### src/rtl/vga_sync_gen_if.sv
// Bundle of VGA timing outputs shared between the sync generator and
// the pixel/character generator that consumes the scan position.
interface vga_sync_gen_if;
   logic       p_tick;
   logic [9:0] pix_x;
   logic [9:0] pix_y;
   logic       video_on;
   logic       hsync;
   logic       vsync;
   logic       frame_start;

   // Sync generator drives the timing bundle
   modport master (
      output p_tick, pix_x, pix_y, video_on, hsync, vsync, frame_start
   );

   // Downstream pixel logic only observes it
   modport slave (
      input p_tick, pix_x, pix_y, video_on, hsync, vsync, frame_start
   );
endinterface

### src/rtl/vga_sync_gen.sv
// VGA timing front end: pixel-rate enable, horizontal/vertical scan
// counters, sync pulses, active-video flag and a start-of-frame strobe.
// Every output is a register loaded from the next-state counters so all
// of them change together on the same CLK edge.
module vga_sync_gen #(
   parameter int H_DISPLAY = 640,
   parameter int H_FRONT   = 16,
   parameter int H_SYNC    = 96,
   parameter int H_BACK    = 48,
   parameter int V_DISPLAY = 480,
   parameter int V_FRONT   = 10,
   parameter int V_SYNC    = 2,
   parameter int V_BACK    = 33,
   parameter int TICK_DIV  = 4,
   parameter int SYNC_POL  = 0
) (
   input  logic           CLK,
   input  logic           RESET,
   vga_sync_gen_if.master vga
);

   localparam int H_TOTAL = H_DISPLAY + H_FRONT + H_SYNC + H_BACK;
   localparam int V_TOTAL = V_DISPLAY + V_FRONT + V_SYNC + V_BACK;

   localparam logic [4:0] TICK_MAX     = 5'(TICK_DIV - 1);
   localparam logic [9:0] H_MAX        = 10'(H_TOTAL - 1);
   localparam logic [9:0] V_MAX        = 10'(V_TOTAL - 1);
   localparam logic [9:0] H_VISIBLE    = 10'(H_DISPLAY);
   localparam logic [9:0] V_VISIBLE    = 10'(V_DISPLAY);
   localparam logic [9:0] H_SYNC_FIRST = 10'(H_DISPLAY + H_FRONT);
   localparam logic [9:0] H_SYNC_LAST  = 10'(H_DISPLAY + H_FRONT + H_SYNC - 1);
   localparam logic [9:0] V_SYNC_FIRST = 10'(V_DISPLAY + V_FRONT);
   localparam logic [9:0] V_SYNC_LAST  = 10'(V_DISPLAY + V_FRONT + V_SYNC - 1);
   localparam logic       SYNC_ACTIVE  = 1'(SYNC_POL);

   logic [4:0] r_tickCnt;
   logic       r_pTick;
   logic [9:0] r_pixX;
   logic [9:0] r_pixY;
   logic       r_videoOn;
   logic       r_hsync;
   logic       r_vsync;
   logic       r_frameStart;

   logic [4:0] w_tickNext;
   logic       w_pTickNext;
   logic [9:0] w_xNext;
   logic [9:0] w_yNext;
   logic       w_hsActive;
   logic       w_vsActive;
   logic       w_videoNext;
   logic       w_frameNext;

   // Next-state scan position and the decodes that depend on it; the
   // counters step on the edge that ends a cycle in which p_tick is high
   always_comb begin
      w_tickNext  = (r_tickCnt == TICK_MAX) ? 5'd0 : r_tickCnt + 5'd1;
      w_pTickNext = (w_tickNext == TICK_MAX);
      w_xNext     = r_pixX;
      w_yNext     = r_pixY;
      if (r_pTick) begin
         if (r_pixX == H_MAX) begin
            w_xNext = 10'd0;
            w_yNext = (r_pixY == V_MAX) ? 10'd0 : r_pixY + 10'd1;
         end else begin
            w_xNext = r_pixX + 10'd1;
         end
      end
      w_hsActive  = (w_xNext >= H_SYNC_FIRST) && (w_xNext <= H_SYNC_LAST);
      w_vsActive  = (w_yNext >= V_SYNC_FIRST) && (w_yNext <= V_SYNC_LAST);
      w_videoNext = (w_xNext < H_VISIBLE) && (w_yNext < V_VISIBLE);
      w_frameNext = w_pTickNext && (w_xNext == 10'd0) && (w_yNext == 10'd0);
   end

   // Register the divider, counters and all timing outputs together
   always_ff @(posedge CLK) begin
      if (RESET) begin
         r_tickCnt    <= 5'd0;
         r_pTick      <= 1'b0;
         r_pixX       <= 10'd0;
         r_pixY       <= 10'd0;
         r_videoOn    <= 1'b1;
         r_hsync      <= ~SYNC_ACTIVE;
         r_vsync      <= ~SYNC_ACTIVE;
         r_frameStart <= 1'b0;
      end else begin
         r_tickCnt    <= w_tickNext;
         r_pTick      <= w_pTickNext;
         r_pixX       <= w_xNext;
         r_pixY       <= w_yNext;
         r_videoOn    <= w_videoNext;
         r_hsync      <= w_hsActive ? SYNC_ACTIVE : ~SYNC_ACTIVE;
         r_vsync      <= w_vsActive ? SYNC_ACTIVE : ~SYNC_ACTIVE;
         r_frameStart <= w_frameNext;
      end
   end

   assign vga.p_tick      = r_pTick;
   assign vga.pix_x       = r_pixX;
   assign vga.pix_y       = r_pixY;
   assign vga.video_on    = r_videoOn;
   assign vga.hsync       = r_hsync;
   assign vga.vsync       = r_vsync;
   assign vga.frame_start = r_frameStart;

endmodule

### src/flat_wrapper.sv
// flat-port wrapper written by rule: the top's interface ports become plain ports
module vga_sync_gen_flat 
#(
   parameter int H_DISPLAY = 640,
   parameter int H_FRONT   = 16,
   parameter int H_SYNC    = 96,
   parameter int H_BACK    = 48,
   parameter int V_DISPLAY = 480,
   parameter int V_FRONT   = 10,
   parameter int V_SYNC    = 2,
   parameter int V_BACK    = 33,
   parameter int TICK_DIV  = 4,
   parameter int SYNC_POL  = 0
)
  (CLK, RESET, vga_p_tick, vga_pix_x, vga_pix_y, vga_video_on, vga_hsync, vga_vsync, vga_frame_start);
  vga_sync_gen_if vga_i ();
  input  logic CLK;
  input  logic RESET;
  output wire logic [$bits(vga_i.p_tick)-1:0] vga_p_tick;
  output wire logic [$bits(vga_i.pix_x)-1:0] vga_pix_x;
  output wire logic [$bits(vga_i.pix_y)-1:0] vga_pix_y;
  output wire logic [$bits(vga_i.video_on)-1:0] vga_video_on;
  output wire logic [$bits(vga_i.hsync)-1:0] vga_hsync;
  output wire logic [$bits(vga_i.vsync)-1:0] vga_vsync;
  output wire logic [$bits(vga_i.frame_start)-1:0] vga_frame_start;
  assign vga_p_tick = vga_i.p_tick;
  assign vga_pix_x = vga_i.pix_x;
  assign vga_pix_y = vga_i.pix_y;
  assign vga_video_on = vga_i.video_on;
  assign vga_hsync = vga_i.hsync;
  assign vga_vsync = vga_i.vsync;
  assign vga_frame_start = vga_i.frame_start;
  vga_sync_gen #(.H_DISPLAY(H_DISPLAY), .H_FRONT(H_FRONT), .H_SYNC(H_SYNC), .H_BACK(H_BACK), .V_DISPLAY(V_DISPLAY), .V_FRONT(V_FRONT), .V_SYNC(V_SYNC), .V_BACK(V_BACK), .TICK_DIV(TICK_DIV), .SYNC_POL(SYNC_POL)) u_core (.CLK(CLK), .RESET(RESET), .vga(vga_i));
endmodule
### config.mk
export PLATFORM = sky130hd
export DESIGN_NAME = vga_sync_gen_flat
export DESIGN_NICKNAME = d
export VERILOG_FILES = /design/src/rtl/vga_sync_gen_if.sv /design/src/rtl/vga_sync_gen.sv /design/src/flat_wrapper.sv
export SDC_FILE = /design/constraint.sdc
export NUM_CORES = 1
export LEC_CHECK = 0
export ABC_AREA = 0
export CAP_MARGIN = 0
export CORE_ASPECT_RATIO = 1.1
export CORE_MARGIN = 10
export CORE_UTILIZATION = 42
export CTS_BUF_LIST = sky130_fd_sc_hd__clkbuf_4 sky130_fd_sc_hd__clkbuf_8
export DETAILED_ROUTE_END_ITERATION = 12
export SYNTH_ARGS = -nofsm -noshare
export SYNTH_HDL_FRONTEND = slang
export SYNTH_SLANG_ARGS = --single-unit
### constraint.sdc
create_clock -name CLK -period 5.3 [get_ports CLK]
set_clock_uncertainty 0.2 [all_clocks]
set_input_delay 1.59 -clock CLK [delete_from_list [all_inputs] [get_ports CLK]]
set_output_delay 1.59 -clock CLK [all_outputs]
set_load 0.02 [all_outputs]
==> flow_metrics.env <==
export IMPL_grt_pass1_vias=1583
export IMPL_synth_cells=215
export IMPL_rows=24
export IMPL_critPathKind="flip-flop to output port"
export IMPL_ant_nets=0
export IMPL_coreArea_sq_um=3990
export IMPL_antenna_found_initial=0
export IMPL_syn_nets=222
export IMPL_io_buffers=26
export IMPL_setup_violations=0
export IMPL_cts_root_buf="clkbuf_8"
export IMPL_rsz0062_at_grt="false"
export IMPL_synth_edf_count=0
export IMPL_grt_max_degree=28
export IMPL_dp_hpwl_microns=3090
export IMPL_start_kind="flip-flop"
export IMPL_multiInputGateArea_sq_um=1050
export IMPL_nets=239
export IMPL_synth_cell_type_count=50
export IMPL_synthTopCellsByArea="dfxtp_1, nor2_1, xor2_1"
export IMPL_status="complete, no violations"
export IMPL_io_pins=27
export IMPL_area_delta_synth_final_pct=20.1
export IMPL_hold_violations=0
export IMPL_cts_buffer_depth=2
export IMPL_fmax_ghz=0.301
export IMPL_diodes=0
export IMPL_post_drt_wl_per_cell_microns=14.9
export IMPL_synth_top_area_frac=0.343
export IMPL_final_core_util=0.527
export IMPL_regArea_sq_um=601
export IMPL_drive_above_1_share=0.0901
export IMPL_cts_htree_levels=2
export IMPL_clk_pin_slew_ps=70
export IMPL_slowest_stage="clkdlybuf4s50_1"
export IMPL_ctsResizeCount=0
export IMPL_numCtsBuffers=5
export IMPL_synth_area_sq_um=1750
export IMPL_grtUsageTotal=0.125
export IMPL_hold_start="u_core.r_tickCnt[0]$_SDFF_PP0_"
export IMPL_end_kind="output port"
export IMPL_period_needed_ps=3320
export IMPL_fillerInstances=389
export IMPL_seq_area_frac_synth=0.343
export IMPL_vias=1629
export IMPL_finalCritPeriodShare=0.627
export IMPL_busiest_layer="met2"
export IMPL_slew_headroom=0.576
export IMPL_finalWirelength_microns=4260
export IMPL_dieArea_sq_um=7160
export IMPL_async_flop_share=0
export IMPL_cp_num_buf_inv=1
export IMPL_setup_tns_final_ps=0
export IMPL_grt_util_met3=0.0461
export IMPL_slowest_delay_ps=690
export IMPL_ys_ff_latch=30
export IMPL_p_leak_nw=0.739
export IMPL_grt_use_met1=0.142
export IMPL_hold_buffers=0
export IMPL_routabilityCongestion=0.857
export IMPL_grt_ovfl_total=0
export IMPL_crit_fanout=12
export IMPL_syn_avg_cell_area_sq_um=8.15
export IMPL_slew_viol_final=0
export IMPL_clock_latency_ps=280
export IMPL_synth_warnings=0
export IMPL_startpoint="u_core.vga.pix_x[6]$_SDFF_PP0_"
export IMPL_worstMarginPinSlew_ps=631
export IMPL_synth_flop_cell="dfxtp_1"
export IMPL_fin_cells=285
export IMPL_clock_sinks=30
export IMPL_route_detailed_drc=0
export IMPL_die_x_microns=81.6
export IMPL_max_cap_viol_count=0
export IMPL_crit_required_ps=3510
export IMPL_peakVddDrop_mv=0.111
export IMPL_firstDrtPassIters=4
export IMPL_synth_largest_area_cell="dfxtp_1"
export IMPL_hp_class="flip-flop to flip-flop"
export IMPL_die_h_microns=87.7
export IMPL_gr_usage_met2=0.208
export IMPL_dp_cells=277
export IMPL_grt_pass1_wl_microns=7280
export IMPL_path_cells="clkdlybuf4s50_1"
export IMPL_first_iter_violations=49
export IMPL_start_util=0.439
export IMPL_cts_tree="built"
export IMPL_post_cts_setup_buffers=0
export IMPL_path_delay_family="buffers and inverters"
export IMPL_power_density_nw_per_um2=213
export IMPL_r2r_start="u_core.vga.pix_x[0]$_SDFF_PP0_"
export IMPL_drt_vias_per_instance=5.72
export IMPL_arrival_ps=1530
## kinds of logic (layout without fill, tap and decap cells)
family                     after synthesis  count (layout)  share of synthesized area
AOI/OAI and AO/OA                       38              38                      0.143
buffers and inverters                   22              40                     0.0557
and+or+nand+nor                        100             100                      0.314
xor gates and xnor gates                12              12                     0.0600
DFF                                     30              30                      0.343
adders and majority gates                5               5                     0.0357
muxes                                    8               8                     0.0486
## sequential cells by signal, indices dropped and copies added, names as in the netlist
name,cells
u_core.vga.hsync,1
u_core.r_tickCnt,5
u_core.vga.vsync,1
u_core.vga.frame_start,1
u_core.vga.pix_x,10
u_core.vga.p_tick,1
u_core.vga.video_on,1
u_core.vga.pix_y,10
## power by group
group	internal [mW]	leakage (nW)	switching, mW	total, mW
clock network	0.110	0.0517	0.0855	0.195
logic	0.00926	0.445	0.0106	0.0199
registers	0.229	0.242	0.00396	0.233
total	0.348	0.739	0.100	0.448
## metal layers
metal  up-vias  part of all wire
li1        814                 -
met1       786              0.43
met2        27              0.49
met3         2             0.067
met4         0            0.0078
met5         -                 0
## final cells by class
type / instances / area share
repair buffers: 28 / 0.131
inverters: 4 / 0.00713
well taps: 52 / 0.0309
flip-flops and latches: 30 / 0.285
multi-input cells: 163 / 0.501
clock inverters: 1 / 0.00238
clock buffers: 7 / 0.0428
## stage by stage
step / setup WS, ps / hold slack, ps / instance area, sq um / power [mW]
5_1_grt: 1890 / 339 / 2100 / 0.466
3_3_place_gp: 1870 / 278 / 2010 / 0.258
6_report: 1980 / 304 / 2100 / 0.448
3_5_place_dp: 1820 / 305 / 2010 / 0.258
2_1_floorplan: 2450 / 256 / 1750 / 0.251
4_1_cts: 1960 / 313 / 2100 / 0.456
## placed cells by master (no fill, tap or decap), types with 4 or more instances in the layout
cell and instances:
xnor2_1 4, nor2_1 28, inv_1 4, nand3_1 11, clkbuf_8 6, xor2_1 8, nand4_1 4, nor4_1 5
clkdlybuf4s50_1 26, o21ai_0 8, nand2_1 13, dfxtp_1 30, nor3_1 11, mux2_2 4, mux2i_1 4, a21oi_1 9
nor2b_1 4, ha_1 5
## worst paths after layout
check	end	slack (ps)	cells after the start
max	vga_pix_x[6]	1980	1
max reg2reg	u_core.vga.vsync$_SDFF_PP1_	2270	7
min reg2reg	u_core.r_tickCnt[0]$_SDFF_PP0_	300	1
min	u_core.r_tickCnt[0]$_SDFF_PP0_	300	1
## synthesized netlist by cell type (all sizes together) (3+ instances only)
| cell | number |
|---|---|
| mux2 | 4 |
| nand4 | 4 |
| xor2 | 8 |
| mux2i | 4 |
| or4 | 3 |
| nor3 | 11 |
| xnor2 | 4 |
| and3 | 3 |
| nor2b | 4 |
| buf | 5 |
| a21oi | 9 |
| dfxtp | 30 |
| nand4b | 3 |
| nor4b | 3 |
| ha | 5 |
| nand2 | 13 |
| clkbuf | 13 |
| nor4 | 5 |
| nor2 | 28 |
| o21ai | 8 |
| inv | 4 |
| a211oi | 3 |
| nand3 | 12 |
(Power assumes the default switching activity.)
